<file path="config.mk">
export PLATFORM = sky130hd
export DESIGN_NAME = mole_game_ctrl
export DESIGN_NICKNAME = d
export VERILOG_FILES = /design/src/rtl/mole_game_ctrl.sv
export SDC_FILE = /design/constraint.sdc
export NUM_CORES = 1
export LEC_CHECK = 0
export BUFFER_PORTS_ARGS = -buffer_cell sky130_fd_sc_hd__buf_2
export CAP_MARGIN = 15
export CORE_AREA = 4 4 78 80
export CTS_BUF_LIST = sky130_fd_sc_hd__clkbuf_2
export DETAILED_ROUTE_END_ITERATION = 8
export DIE_AREA = 0 0 82 84
export PLACE_DENSITY = 0.95
export SLEW_MARGIN = 10
export SYNTH_ARGS = -nofsm -noshare
export SYNTH_HDL_FRONTEND = slang
export SYNTH_SLANG_ARGS = --single-unit
export TNS_END_PERCENT = 50
</file>
<file path="constraint.sdc">
create_clock -name master_clk -period 7 [get_ports master_clk]
set_clock_uncertainty 0.15 [all_clocks]
set_input_delay 1.05 -clock master_clk [delete_from_list [all_inputs] [get_ports master_clk]]
set_output_delay 1.05 -clock master_clk [all_outputs]
set_load 0.01 [all_outputs]
</file>
<file path="src/rtl/mole_game_ctrl.sv">
// Whack-a-mole game engine: random hole selection, mole window timing, hit judging and scoring.
// Optional MOLE_SPEEDUP_EN shortens the mole window after every correct hit, down to MIN_MS.
module mole_game_ctrl #(
    parameter int TICK_DIV   = 100000,
    parameter int MOLE_MS    = 1000,
    parameter int FB_MS      = 250,
    parameter int SPEEDUP_MS = 50,
    parameter int MIN_MS     = 200
) (
    input  logic       master_clk,
    input  logic       rst_n,
    input  logic [7:0] hit,
    output logic [2:0] mole_position,
    output logic       mole_visible,
    output logic       guess_correct,
    output logic       guess_wrong,
    output logic [7:0] score,
    output logic [7:0] misses
);

    localparam int PW = (TICK_DIV > 1) ? $clog2(TICK_DIV) : 1;
    localparam int TW = 16;

    typedef enum logic [1:0] {
        SPAWN  = 2'd0,
        SHOW   = 2'd1,
        FB_OK  = 2'd2,
        FB_BAD = 2'd3
    } state_t;

    state_t          r_state;
    state_t          w_state_nxt;
    logic [7:0]      r_lfsr;
    logic [PW-1:0]   r_presc;
    logic [TW-1:0]   r_timer;
    logic [7:0]      r_hit_prev;
    logic [2:0]      r_pos;
    logic            r_visible;
    logic            r_correct;
    logic            r_wrong;
    logic [7:0]      r_score;
    logic [7:0]      r_misses;

    logic            w_tick;
    logic [7:0]      w_rise;
    logic [7:0]      w_sel;
    logic            w_wrong_edge;
    logic            w_right_edge;
    logic [2:0]      w_cand;
    logic [2:0]      w_pos_nxt;
    logic [7:0]      w_score_nxt;
    logic [7:0]      w_misses_nxt;
    logic            w_hit_ok;
    logic [TW-1:0]   w_window;

    function automatic logic [7:0] sat_inc(input logic [7:0] v);
        return (v == 8'hFF) ? v : v + 8'd1;
    endfunction

    function automatic logic [7:0] lfsr_step(input logic [7:0] v);
        return {v[6:0], v[7] ^ v[5] ^ v[4] ^ v[3]};
    endfunction

    assign w_tick       = (r_presc == PW'(TICK_DIV - 1));
    assign w_rise       = hit & ~r_hit_prev;
    assign w_sel        = 8'd1 << r_pos;
    assign w_wrong_edge = |(w_rise & ~w_sel);
    assign w_right_edge = |(w_rise & w_sel);
    assign w_cand       = r_lfsr[2:0];

`ifdef MOLE_SPEEDUP_EN
    logic [TW-1:0] r_window;

    // Window shrinks on each correct hit, clamped at the floor.
    always_ff @(posedge master_clk or negedge rst_n) begin
        if (!rst_n) begin
            r_window <= TW'(MOLE_MS);
        end else if (w_hit_ok) begin
            r_window <= (r_window >= TW'(MIN_MS + SPEEDUP_MS)) ? r_window - TW'(SPEEDUP_MS) : TW'(MIN_MS);
        end else begin
            r_window <= r_window;
        end
    end

    assign w_window = r_window;
`else
    assign w_window = TW'(MOLE_MS);
`endif

    // Next-state and next-score logic; wrong edges outrank the correct edge, any edge outranks timeout.
    always_comb begin
        w_state_nxt  = r_state;
        w_pos_nxt    = r_pos;
        w_score_nxt  = r_score;
        w_misses_nxt = r_misses;
        w_hit_ok     = 1'b0;
        case (r_state)
            SPAWN: begin
                w_pos_nxt   = (w_cand == r_pos) ? w_cand + 3'd1 : w_cand;
                w_state_nxt = SHOW;
            end
            SHOW: begin
                if (w_wrong_edge) begin
                    w_misses_nxt = sat_inc(r_misses);
                    w_state_nxt  = FB_BAD;
                end else if (w_right_edge) begin
                    w_score_nxt  = sat_inc(r_score);
                    w_hit_ok     = 1'b1;
                    w_state_nxt  = FB_OK;
                end else if (w_tick && (r_timer == w_window - TW'(1))) begin
                    w_misses_nxt = sat_inc(r_misses);
                    w_state_nxt  = FB_BAD;
                end else begin
                    w_state_nxt  = SHOW;
                end
            end
            FB_OK, FB_BAD: begin
                if (w_tick && (r_timer == TW'(FB_MS - 1))) begin
                    w_state_nxt = SPAWN;
                end else begin
                    w_state_nxt = r_state;
                end
            end
            default: begin
                w_state_nxt = SPAWN;
            end
        endcase
    end

    // State, free-running prescaler/LFSR, per-state tick timer and edge-detect history.
    always_ff @(posedge master_clk or negedge rst_n) begin
        if (!rst_n) begin
            r_state    <= SPAWN;
            r_lfsr     <= 8'hA5;
            r_presc    <= '0;
            r_timer    <= '0;
            r_hit_prev <= 8'hFF;
        end else begin
            r_state    <= w_state_nxt;
            r_lfsr     <= lfsr_step(r_lfsr);
            r_presc    <= w_tick ? '0 : r_presc + PW'(1);
            r_hit_prev <= hit;
            if (w_state_nxt != r_state) begin
                r_timer <= '0;
            end else if (w_tick) begin
                r_timer <= r_timer + TW'(1);
            end else begin
                r_timer <= r_timer;
            end
        end
    end

    // Registered outputs follow the state being entered, so feedback appears the cycle after the edge.
    always_ff @(posedge master_clk or negedge rst_n) begin
        if (!rst_n) begin
            r_pos     <= 3'd0;
            r_visible <= 1'b0;
            r_correct <= 1'b0;
            r_wrong   <= 1'b0;
            r_score   <= 8'd0;
            r_misses  <= 8'd0;
        end else begin
            r_pos     <= w_pos_nxt;
            r_visible <= (w_state_nxt == SHOW);
            r_correct <= (w_state_nxt == FB_OK);
            r_wrong   <= (w_state_nxt == FB_BAD);
            r_score   <= w_score_nxt;
            r_misses  <= w_misses_nxt;
        end
    end

    assign mole_position = r_pos;
    assign mole_visible  = r_visible;
    assign guess_correct = r_correct;
    assign guess_wrong   = r_wrong;
    assign score         = r_score;
    assign misses        = r_misses;

endmodule
</file>
# [Yosys cells after proc, flatten, opt, wreduce, memory -nomap -nowiden]
# Index checks and enable logic that the tools add are counted.
[totals] ff_bits=73 output_inout_bits=22 input_bits=10 word_cells=64
[classes] eq_ne=14 add_sub_neg=5 n_bitwise=10 shift=1 reduce_logical=10 n_mux=13
[ops] cell="2-to-1 mux 16 bit" count=2
[ops] cell="2-to-1 mux 8 bit" count=4
[ops] cell="AND 8 bit" count=3
[ops] cell="adder 17 x 1 -> 17 bit, second input constant" count=1
[ops] cell="equality test 17 bit, second input constant" count=1
[ops] cell="2-to-1 mux 17 bit" count=1
[ops] cell="adder 16 x 1 -> 16 bit, second input constant" count=1
[ops] cell="adder 8 x 1 -> 8 bit, second input constant" count=2
[ops] cell="equality test 16 x 10 -> 1 bit, second input constant" count=1
[ops] cell="equality test 16 x 8 -> 1 bit, second input constant" count=1
[ops] cell="equality test 8 bit, second input constant" count=2
[ops] cell="inverter 8 bit" count=2
[ops] cell="OR reduction 8 bit" count=2
[ops] cell="equality test 2 bit, second input constant" count=4
[ops] cell="2-to-1 mux 2 bit" count=4
[ops] cell="left shift 1 x 3 -> 8 bit, first input constant" count=1
[ops] cell="case mux 2 bit (3 select lines)" count=1
[ops] cell="equality test 2 x 1 -> 1 bit, second input constant" count=2
[ops] cell="AND reduction 4 bit" count=1
[ops] cell="nonzero test 2 bit" count=2
[ops] cell="adder 3 x 1 -> 3 bit, second input constant" count=1
[ops] cell="equality test 3 bit" count=1
[ops] cell="2-to-1 mux 3 bit" count=1
[ops] cell="AND reduction 3 bit" count=1
[ops] cell="7 further kinds" count=11

# [Longest topological paths before layout]
# Gate-level depths: netlist (run 1).
[logic_depth] depth_word=9 mapped_depth=9 mapped_depth_nobuf=7

# [Worst setup path before layout (run 1)]
# No wires, ideal clock.
[synth_timing] path_kind="input to register" startpoint="input hit[2]" endpoint="register r_score[5], in the netlist score[5]" arrival_ps=2629 cell_stages=6 setup_ps=79 n_path_buf=0 t_required_ps=6771 path_slack_ps=4142 path_cell_list="nor2b_1 nor2b_1 nor4_1 nand4_1 nor3_1 xor2_1"
[synth_between] elab_chain_len=5 word_cells_on_any_way=7 cone_classes="bitwise (4); reduce/logical (3)"
[synth_rtl] element="start, declared" line="12" source="input logic [7:0] hit,"
[synth_rtl] element="AND 8 bit *" line="65" source="assign w_rise = hit & ~r_hit_prev;"
[synth_rtl] element="AND 8 bit" line="67" source="assign w_wrong_edge = |(w_rise & ~w_sel);"
[synth_rtl] element="OR reduction 8 bit" line="67"
[synth_rtl] element="inverter 1 bit (no source line)"
[synth_rtl] element="AND reduction 4 bit (no source line) *"
[synth_rtl] element="end signal, assigned" line="167" source="r_score <= w_score_nxt;"
[synth_rtl] element="end, declared" line="41" source="logic [7:0] r_score;"
# Every way passes the cells marked *; elsewhere a longest branch is shown, timed or not.
# A chain may end at the register's enable or synchronous reset.

# [Worst setup path in the final report (run 1)]
[layout_timing] startpoint="register r_presc[5]" endpoint="register r_timer[10]"
[layout_between] elab_chain_len=8 word_cells_on_any_way=11 cone_classes="eq/ne (2); mux (6); reduce/logical (3)"
[layout_rtl] element="start, declared" line="34" source="logic [PW-1:0] r_presc;"
[layout_rtl] element="start signal, assigned" line="141" source="r_presc <= w_tick ? '0 : r_presc + PW'(1);"
[layout_rtl] element="equality test 17 bit *" line="64" source="assign w_tick = (r_presc == PW'(TICK_DIV - 1));"
[layout_rtl] element="logical AND 1 bit" line="110" source="end else if (w_tick && (r_timer == w_window - TW'(1))) begin"
[layout_rtl] element="2-to-1 mux 2 bit" line="110"
[layout_rtl] element="2-to-1 mux 2 bit" line="106" source="end else if (w_right_edge) begin"
[layout_rtl] element="2-to-1 mux 2 bit" line="103" source="if (w_wrong_edge) begin"
[layout_rtl] element="case mux 2 bit (3 select lines)" line="97" source="case (r_state)"
[layout_rtl] element="inequality test 2 bit" line="143" source="if (w_state_nxt != r_state) begin"
[layout_rtl] element="2-to-1 mux 16 bit / nonzero test 2 bit (equally long branches)"
[layout_rtl] element="end signal, assigned" line="146" source="r_timer <= r_timer + TW'(1);"
[layout_rtl] element="end signal, assigned" line="148" source="r_timer <= r_timer;"
[layout_rtl] element="end, declared" line="35" source="logic [TW-1:0] r_timer;"
# Marks and branches as above.

==> summary.md, run 1 <==
| Metric | Value |
|---|---|
| Die area | `around 7000 sq um` |
| Commonest non-fill, non-tap cell in the layout | `dfrtp_1` |
| Root Buffer | `clkbuf_2` |
| Pleak | `1.74 nW` |
| Total gr overflow | `0` |
| First-pass GRT wire length | `between 10 and 15 mm` |
| Slew headroom | `41.6%` |
| IO Count | `32` |
| Largest net degree at the start of global routing | `74` |
| Row Count | `27` |
| Final wirelength | `6.55 mm` |
| Initial drt markers | `approximately 170` |
| Tmin final | `about 3.2 ns` |
| Crit path max fanout | `16` |
| Skew-Pair Late Insertion Delay | `0.52 ns` |
| Reg2reg setup slack | `roughly 3.8 ns` |
| Yosys warning total | `0` |
| Die W | `82 microns` |
| Most frequent cells in the layout | `dfrtp_1 (61), nor2_1 (39), buf_2 (31)` |
| Yosys cell types | `47` |
| Sinks on Clock Net | `73` |
| Register clock-pin slew on the reported worst setup and hold paths | `between 0.15 and 0.2 ns` |
| Placer Congestion | `between 0.8 and 0.9` |
| CP arrival | `3.40 ns` |
| Fin. Hold Viols | `0` |
| Starting density of the core | `63.7%` |
| Share of layout cells above drive strength 1 | `19.2%` |
| CTS Buf Count | `9` |
| Fin nets | `375` |
| Top_reg_cell synth | `dfrtp_1` |
| Worst hold slack | `0.238 ns` |
| Cell count after synthesis | `~320` |
| Hpwl dp | `4.61 mm` |
| Area grow syn2layout | `9.70%` |
| Peak VDD IR | `0.110 mV` |
| Post-Syn Area | `3440 sq um` |
| Via count | `2540` |
| Residual DRC count | `0` |
| Core region area | `between 5000 and 6000 sq um` |
| Number of buffers added on ports | `31` |
| Cells along the critical path | `nor4b_1 > and4_1 > nand2_1 > o41ai_1 > o21a_1 > nor2_1` |
| PD cells | `178 nW/um^2` |
| Vias per cell | `between 5 and 6` |
| DRT Pass-1 Iters | `4` |
| # resized after CTS | `0` |
| Number of global-route vias before repair | `2548` |
| Worst slew pin tran | `0.877 ns` |
| WL per Instance | `roughly 15 microns` |
| FF+latch count, synth | `73` |
| Tot GR Track Use | `between 20% and 30%` |
| Crit. End Element | `register` |
| Outcome | `finished, final reports clean` |
| RSZ-0062 raised after global routing | `no` |
| Initial antenna violation count | `0` |
| Hold Buf Count CTS | `0` |
| Antenna Nets Post-Route | `0` |
| TritonCTS clock tree | `yes` |
| Ys async rst share | `100%` |
| Overall power | `0.672 mW` |
| Antenna Cells | `0` |
| Number of synthesized flops with an enable pin | `0` |
| FMAX | `between 0.3 and 0.4 GHz` |
| Syn avg cell area | `10.7 sq um` |
| Htree depth | `3` |
| Max-cap viol count | `0` |
| Post-CTS Setup Inserts | `0` |
| Final worst-path cycle share | `between 40% and 50%` |
| Type of origin of the critical path | `register` |
| Seq/Total Area, Yosys | `53.5%` |
| Critical path class | `register to register` |
| Chip height | `between 80 and 90 microns` |
| Final TNS setup | `0 ns` |
| Core Util, Final | `69.9%` |
| Final setup vio count | `0` |
| Min-delay worst type | `register to register` |
| Final slew viol count | `0` |
| CTS Buffer Depth | `2` |
| Slowest cell delay on critical path | `0.66 ns` |
| Slowest-stage cell, CP | `o41ai_1` |
| Net Count, Synth | `339` |
| Data required, critical path | `a little over 7 ns` |
-- area by class of cell --
cell class / instances / area (sq um)
Fill cell: 379 / 1630
Tap cell: 72 / 90.1
Inverter: 13 / 48.8
Timing Repair Buffer: 32 / 163
Multi-Input combinational cell: 230 / 1530
Sequential cell: 73 / 1840
Clock inverter: 6 / 58.8
Clock buffer: 10 / 50.0
-- worst max-delay path, delay by kind of cell (launching register included) --
family	cells	cell delay, ns
compound gates	2	1.24
simple gates	4	1.16
flops	1	0.48
-- registers in the layout (all words and copies together), names as in the netlist, 2 cells and up --
| register | cells |
|---|---|
| r_timer | 16 |
| r_lfsr | 8 |
| mole_position | 3 |
| r_presc | 17 |
| r_state | 2 |
| score | 8 |
| r_hit_prev | 8 |
| misses | 8 |
-- final timing paths --
check / from / endpoint / cells after the start
max in group asynchronous: rst_n / r_timer[6] / 2
min: r_lfsr[6] / r_lfsr[7] / 0
min reg2reg: r_lfsr[6] / r_lfsr[7] / 0
max: r_presc[5] / r_timer[10] / 6
max reg2reg: r_presc[5] / r_timer[10] / 6
min in group asynchronous: rst_n / r_presc[6] / 2
-- cells by family after synthesis --
group / synth area share, %
buf+inv: 2.22
compound gates: 5.30
mux: 2.00
fa+ha+maj: 2.18
flops: 53.5
xor+xnor: 12.2
simple gates: 22.6
-- metal layers --
metal | track usage (%) | vias to the layer above | part of all wire, %
li1 | - | 1205 | -
met1 | 24.5 | 1248 | 42
met2 | 33.8 | 68 | 51
met3 | 7.56 | 19 | 4.7
met4 | 8.01 | 0 | 2.3
met5 | 0 | - | 0
-- cells in the mapped netlist, types with 2 or more instances --
library cell | count | share of area [%]
o22ai_1 | 2 | 0.36
and3_1 | 7 | 1.3
nor2b_1 | 5 | 0.91
clkbuf_1 | 6 | 0.65
nor4b_1 | 2 | 0.51
nor4_1 | 3 | 0.54
nor3_1 | 12 | 1.7
nor3b_1 | 5 | 1.1
nand2b_1 | 7 | 1.3
xor2_1 | 28 | 7.1
or3_1 | 5 | 0.91
and4_1 | 4 | 1.0
nand3_1 | 15 | 2.2
mux2i_1 | 2 | 0.58
ha_1 | 6 | 2.2
o21ai_0 | 4 | 0.58
dfrtp_1 | 61 | 44
dfstp_2 | 12 | 9.2
or4_4 | 2 | 0.65
nand4_1 | 15 | 2.7
nor2_1 | 39 | 4.2
o21a_1 | 2 | 0.44
nand2_1 | 15 | 1.6
a21oi_1 | 9 | 1.3
a31oi_1 | 2 | 0.36
xnor2_1 | 20 | 5.1
inv_1 | 13 | 1.4
-- power by group --
group | internal [mW] | leakage (nW) | total, mW | switching, mW
Sequential | 0.427 | 0.838 | 0.428 | 0.000932
Combinational | 0.00643 | 0.839 | 0.0211 | 0.0147
Clock | 0.0813 | 0.0654 | 0.223 | 0.142
Total | 0.514 | 1.74 | 0.672 | 0.157
-- per-stage QoR --
step / area [sq um] / setup slack (ns) / instances
2_1_floorplan: 3440 / 4.14 / 323
3_3_place_gp: 3670 / 3.82 / 420
3_5_place_dp: 3670 / 3.66 / 420
4_1_cts: 3780 / 3.86 / 436
5_1_grt: 3780 / 3.55 / 436
6_report: 3780 / 3.83 / 436
Note: power is estimated with default switching activity, not from simulation.
==> inputs of run 2 (changes only) <==
--- a/config.mk
+++ b/config.mk
@@ -7,11 +7,11 @@
 export LEC_CHECK = 0
 export BUFFER_PORTS_ARGS = -buffer_cell sky130_fd_sc_hd__buf_2
 export CAP_MARGIN = 15
-export CORE_AREA = 4 4 78 80
+export CORE_AREA = 4 4 85 87
 export CTS_BUF_LIST = sky130_fd_sc_hd__clkbuf_2
 export DETAILED_ROUTE_END_ITERATION = 8
-export DIE_AREA = 0 0 82 84
-export PLACE_DENSITY = 0.95
+export DIE_AREA = 0 0 89 91
+export PLACE_DENSITY = 0.85
 export SLEW_MARGIN = 10
 export SYNTH_ARGS = -nofsm -noshare
 export SYNTH_HDL_FRONTEND = slang
==> constraint.sdc (replaced) <==
create_clock -name master_clk -period 2.75 [get_ports master_clk]
set_clock_uncertainty 0.15 [all_clocks]
set_input_delay 0.4125 -clock master_clk [delete_from_list [all_inputs] [get_ports master_clk]]
set_output_delay 0.4125 -clock master_clk [all_outputs]
set_load 0.01 [all_outputs]
==> run 2 against run 1 <==
First-iteration DRC count is 23% lower. Register-to-register slack worse by 3.8 ns. Largest power group unchanged. Clock power grew to 2.6 times the previous value. The flow now finishes with violations (negative setup slack). Combinational power grew to 3.6 times the previous value. Clock-buffer cell count stayed put. Sequential share of layout area is 3.9 points lower. Global-route usage is 1.3 points lower. Flip-flop and latch count stayed put.
==> summary.md, run 2 (synthesis gave the netlist of run 1 again) <==
| Metric | Value |
|---|---|
| Tmin final | `2.76 ns` |
| Largest registers | `r_presc x17, r_timer x16` |
| CTS Buffer Depth | `2` |
| RSZ-0062 raised after global routing | `yes` |
| CP arrival | `around 3.0 ns` |
| Number of global-route vias before repair | `2655` |
| Non-Filler Instances | `473` |
| Pleak | `1.90 nW` |
| Antenna Cells | `0` |
| Seq pwr share | `62.6%` |
| Final slew viol count | `0` |
| Number of buffers added on ports | `31` |
| Fillers | `497` |
| Initial drt markers | `132` |
| Peak VDD IR | `0.263 mV` |
| WL per Instance | `15.5 microns` |
| Commonest non-fill, non-tap cell in the layout | `dfrtp_1` |
| Die area | `8100 sq um` |
| PD cells | `423 nW/um^2` |
| Chip height | `91 microns` |
| Data required, critical path | `2.99 ns` |
| Max-cap viol count | `0` |
| Vias per cell | `5.52` |
| IO Count | `32` |
| Htree depth | `3` |
| Largest net degree at the start of global routing | `74` |
| Final worst-path cycle share | `100%` |
| Placer Congestion | `roughly 0.83` |
| DRT Pass-1 Iters | `4` |
| CTS Buf Count | `9` |
| Min-delay worst type | `register to register` |
| Crit path max fanout | `2` |
| Type of origin of the critical path | `register` |
| Power Internal | `about 1.3 mW` |
| Failing checks | `negative setup slack` |
| Worst slew pin tran | `between 0.6 and 0.7 ns` |
| Register with the most flip-flops | `r_presc` |
| P_sw | `0.413 mW` |
| Final wirelength | `7.33 mm` |
| Storage element area | `1840 sq um` |
| Initial antenna violation count | `0` |
| Final WS setup | `-0.00688 ns` |
| First-pass GRT wire length | `around 12 mm` |
| Share of layout cells above drive strength 1 | `25.0%` |
| Sinks on Clock Net | `73` |
| Area grow syn2layout | `19.3%` |
| Slew headroom | `between 50% and 60%` |
| Via count | `between 2000 and 3000` |
| Pre-CTS setup slack | `-0.0385 ns` |
| Max reg flops | `17` |
| Crit. End Element | `register` |
| Final Instance Area | `4110 sq um` |
| Most frequent cells in the layout | `dfrtp_1 (60), nor2_1 (39), buf_2 (31)` |
| Skew-Pair Late Insertion Delay | `0.51 ns` |
| Dpl cell area | `3820 sq um` |
| Total gr overflow | `0` |
| Tot GR Track Use | `19.4%` |
| Root Buffer | `clkbuf_2` |
| Inst Count DP | `~440` |
| Fin nets | `407` |
| Outcome | `complete, but fails checks` |
| Die W | `89 microns` |
| Core region area | `between 6000 and 7000 sq um` |
| Starting density of the core | `54.2%` |
| Antenna Nets Post-Route | `0` |
| Comb power frac | `4.4%` |
| Multi-input logic area | `1570 sq um` |
| Register clock-pin slew on the reported worst setup and hold paths | `approximately 0.2 ns` |
| Critical path class | `register to register` |
| Clock power share | `33.0%` |
| TritonCTS clock tree | `yes` |
| Hpwl dp | `between 4 and 5 mm` |
| Final setup vio count | `1` |
| Fin. Hold Viols | `0` |
| Worst hold slack | `0.227 ns` |
| FMAX | `0.363 GHz` |
| Sw Share | `23.8%` |
| Residual DRC count | `0` |
| Row Count | `29` |
-- run 2: cell count changes in the layout (fill, tap and decap cells not counted), sizes merged --
cell,change
buf,+23
clkinv,+1
clkinvlp,-1
dlygate4sd3,+9
-- run 2: routing by layer --
metal  GRT usage (%)  vias to the layer above  part of all wire, %
met4            6.95                        0                  1.6
met1            24.5                     1279                   42
met5               0                        -                    0
met3            6.61                       13                  4.7
met2            31.1                       51                   51
li1                -                     1269                    -
-- run 2: power by group through the flow --
stage	combinational (mW)	sequential, mW	clock [mW]
finish	0.0757	1.09	0.574
detailed placement	0.0626	1.11	0
global route	0.0848	1.09	0.642
global placement	0.0615	1.11	0
floorplan	0.0195	1.11	0
CTS	0.0740	1.09	0.598
-- run 2: area by class of cell --
cell class,count,share of cell area [%]
Timing Repair Buffer,64,10.8
Clock buffer,10,1.22
Inverter,13,1.19
Sequential cell,73,44.9
Multi-Input combinational cell,230,38.2
Tap cell,77,2.35
Clock inverter,6,1.43
-- run 2: through the flow --
step | TNS, ns | total power, mW | utilization, %
CTS | -0.141 | 1.76 | 63.9
global placement | -0.00960 | 1.17 | 60.1
detailed placement | -0.0721 | 1.17 | 60.1
finish | -0.00688 | 1.74 | 64.7
floorplan | -0.0587 | 1.13 | -
global route | -0.0476 | 1.82 | 64.7
-- run 2: worst max-delay path: stages (launching register included) --
cell and delay (ns):
dfrtp_1 0.42, or4_4 0.53, or3_4 0.34, or4_4 0.42
o211a_4 0.25, or2_4 0.23, mux2_4 0.29
-- run 2: final timing paths --
kind / cells past startpoint / slack, ns / to / from
min reg2reg: 0 / 0.23 / r_lfsr[7] / r_lfsr[6]
min: 0 / 0.23 / r_lfsr[7] / r_lfsr[6]
max in group asynchronous: 3 / 1.84 / r_hit_prev[6] / rst_n
min in group asynchronous: 3 / 0.29 / score[5] / rst_n
max reg2reg: 6 / -0.007 / misses[1] / r_timer[10]
max: 6 / -0.007 / misses[1] / r_timer[10]
-- run 2: what timing repair did --
item                                   CTS  global route
buffers inserted                         1             5
setup endpoints to repair                6            14
pin swaps                               11             6
resized for setup                        7             3
hold buffers                             9             0
endpoints found under the hold margin   69             0
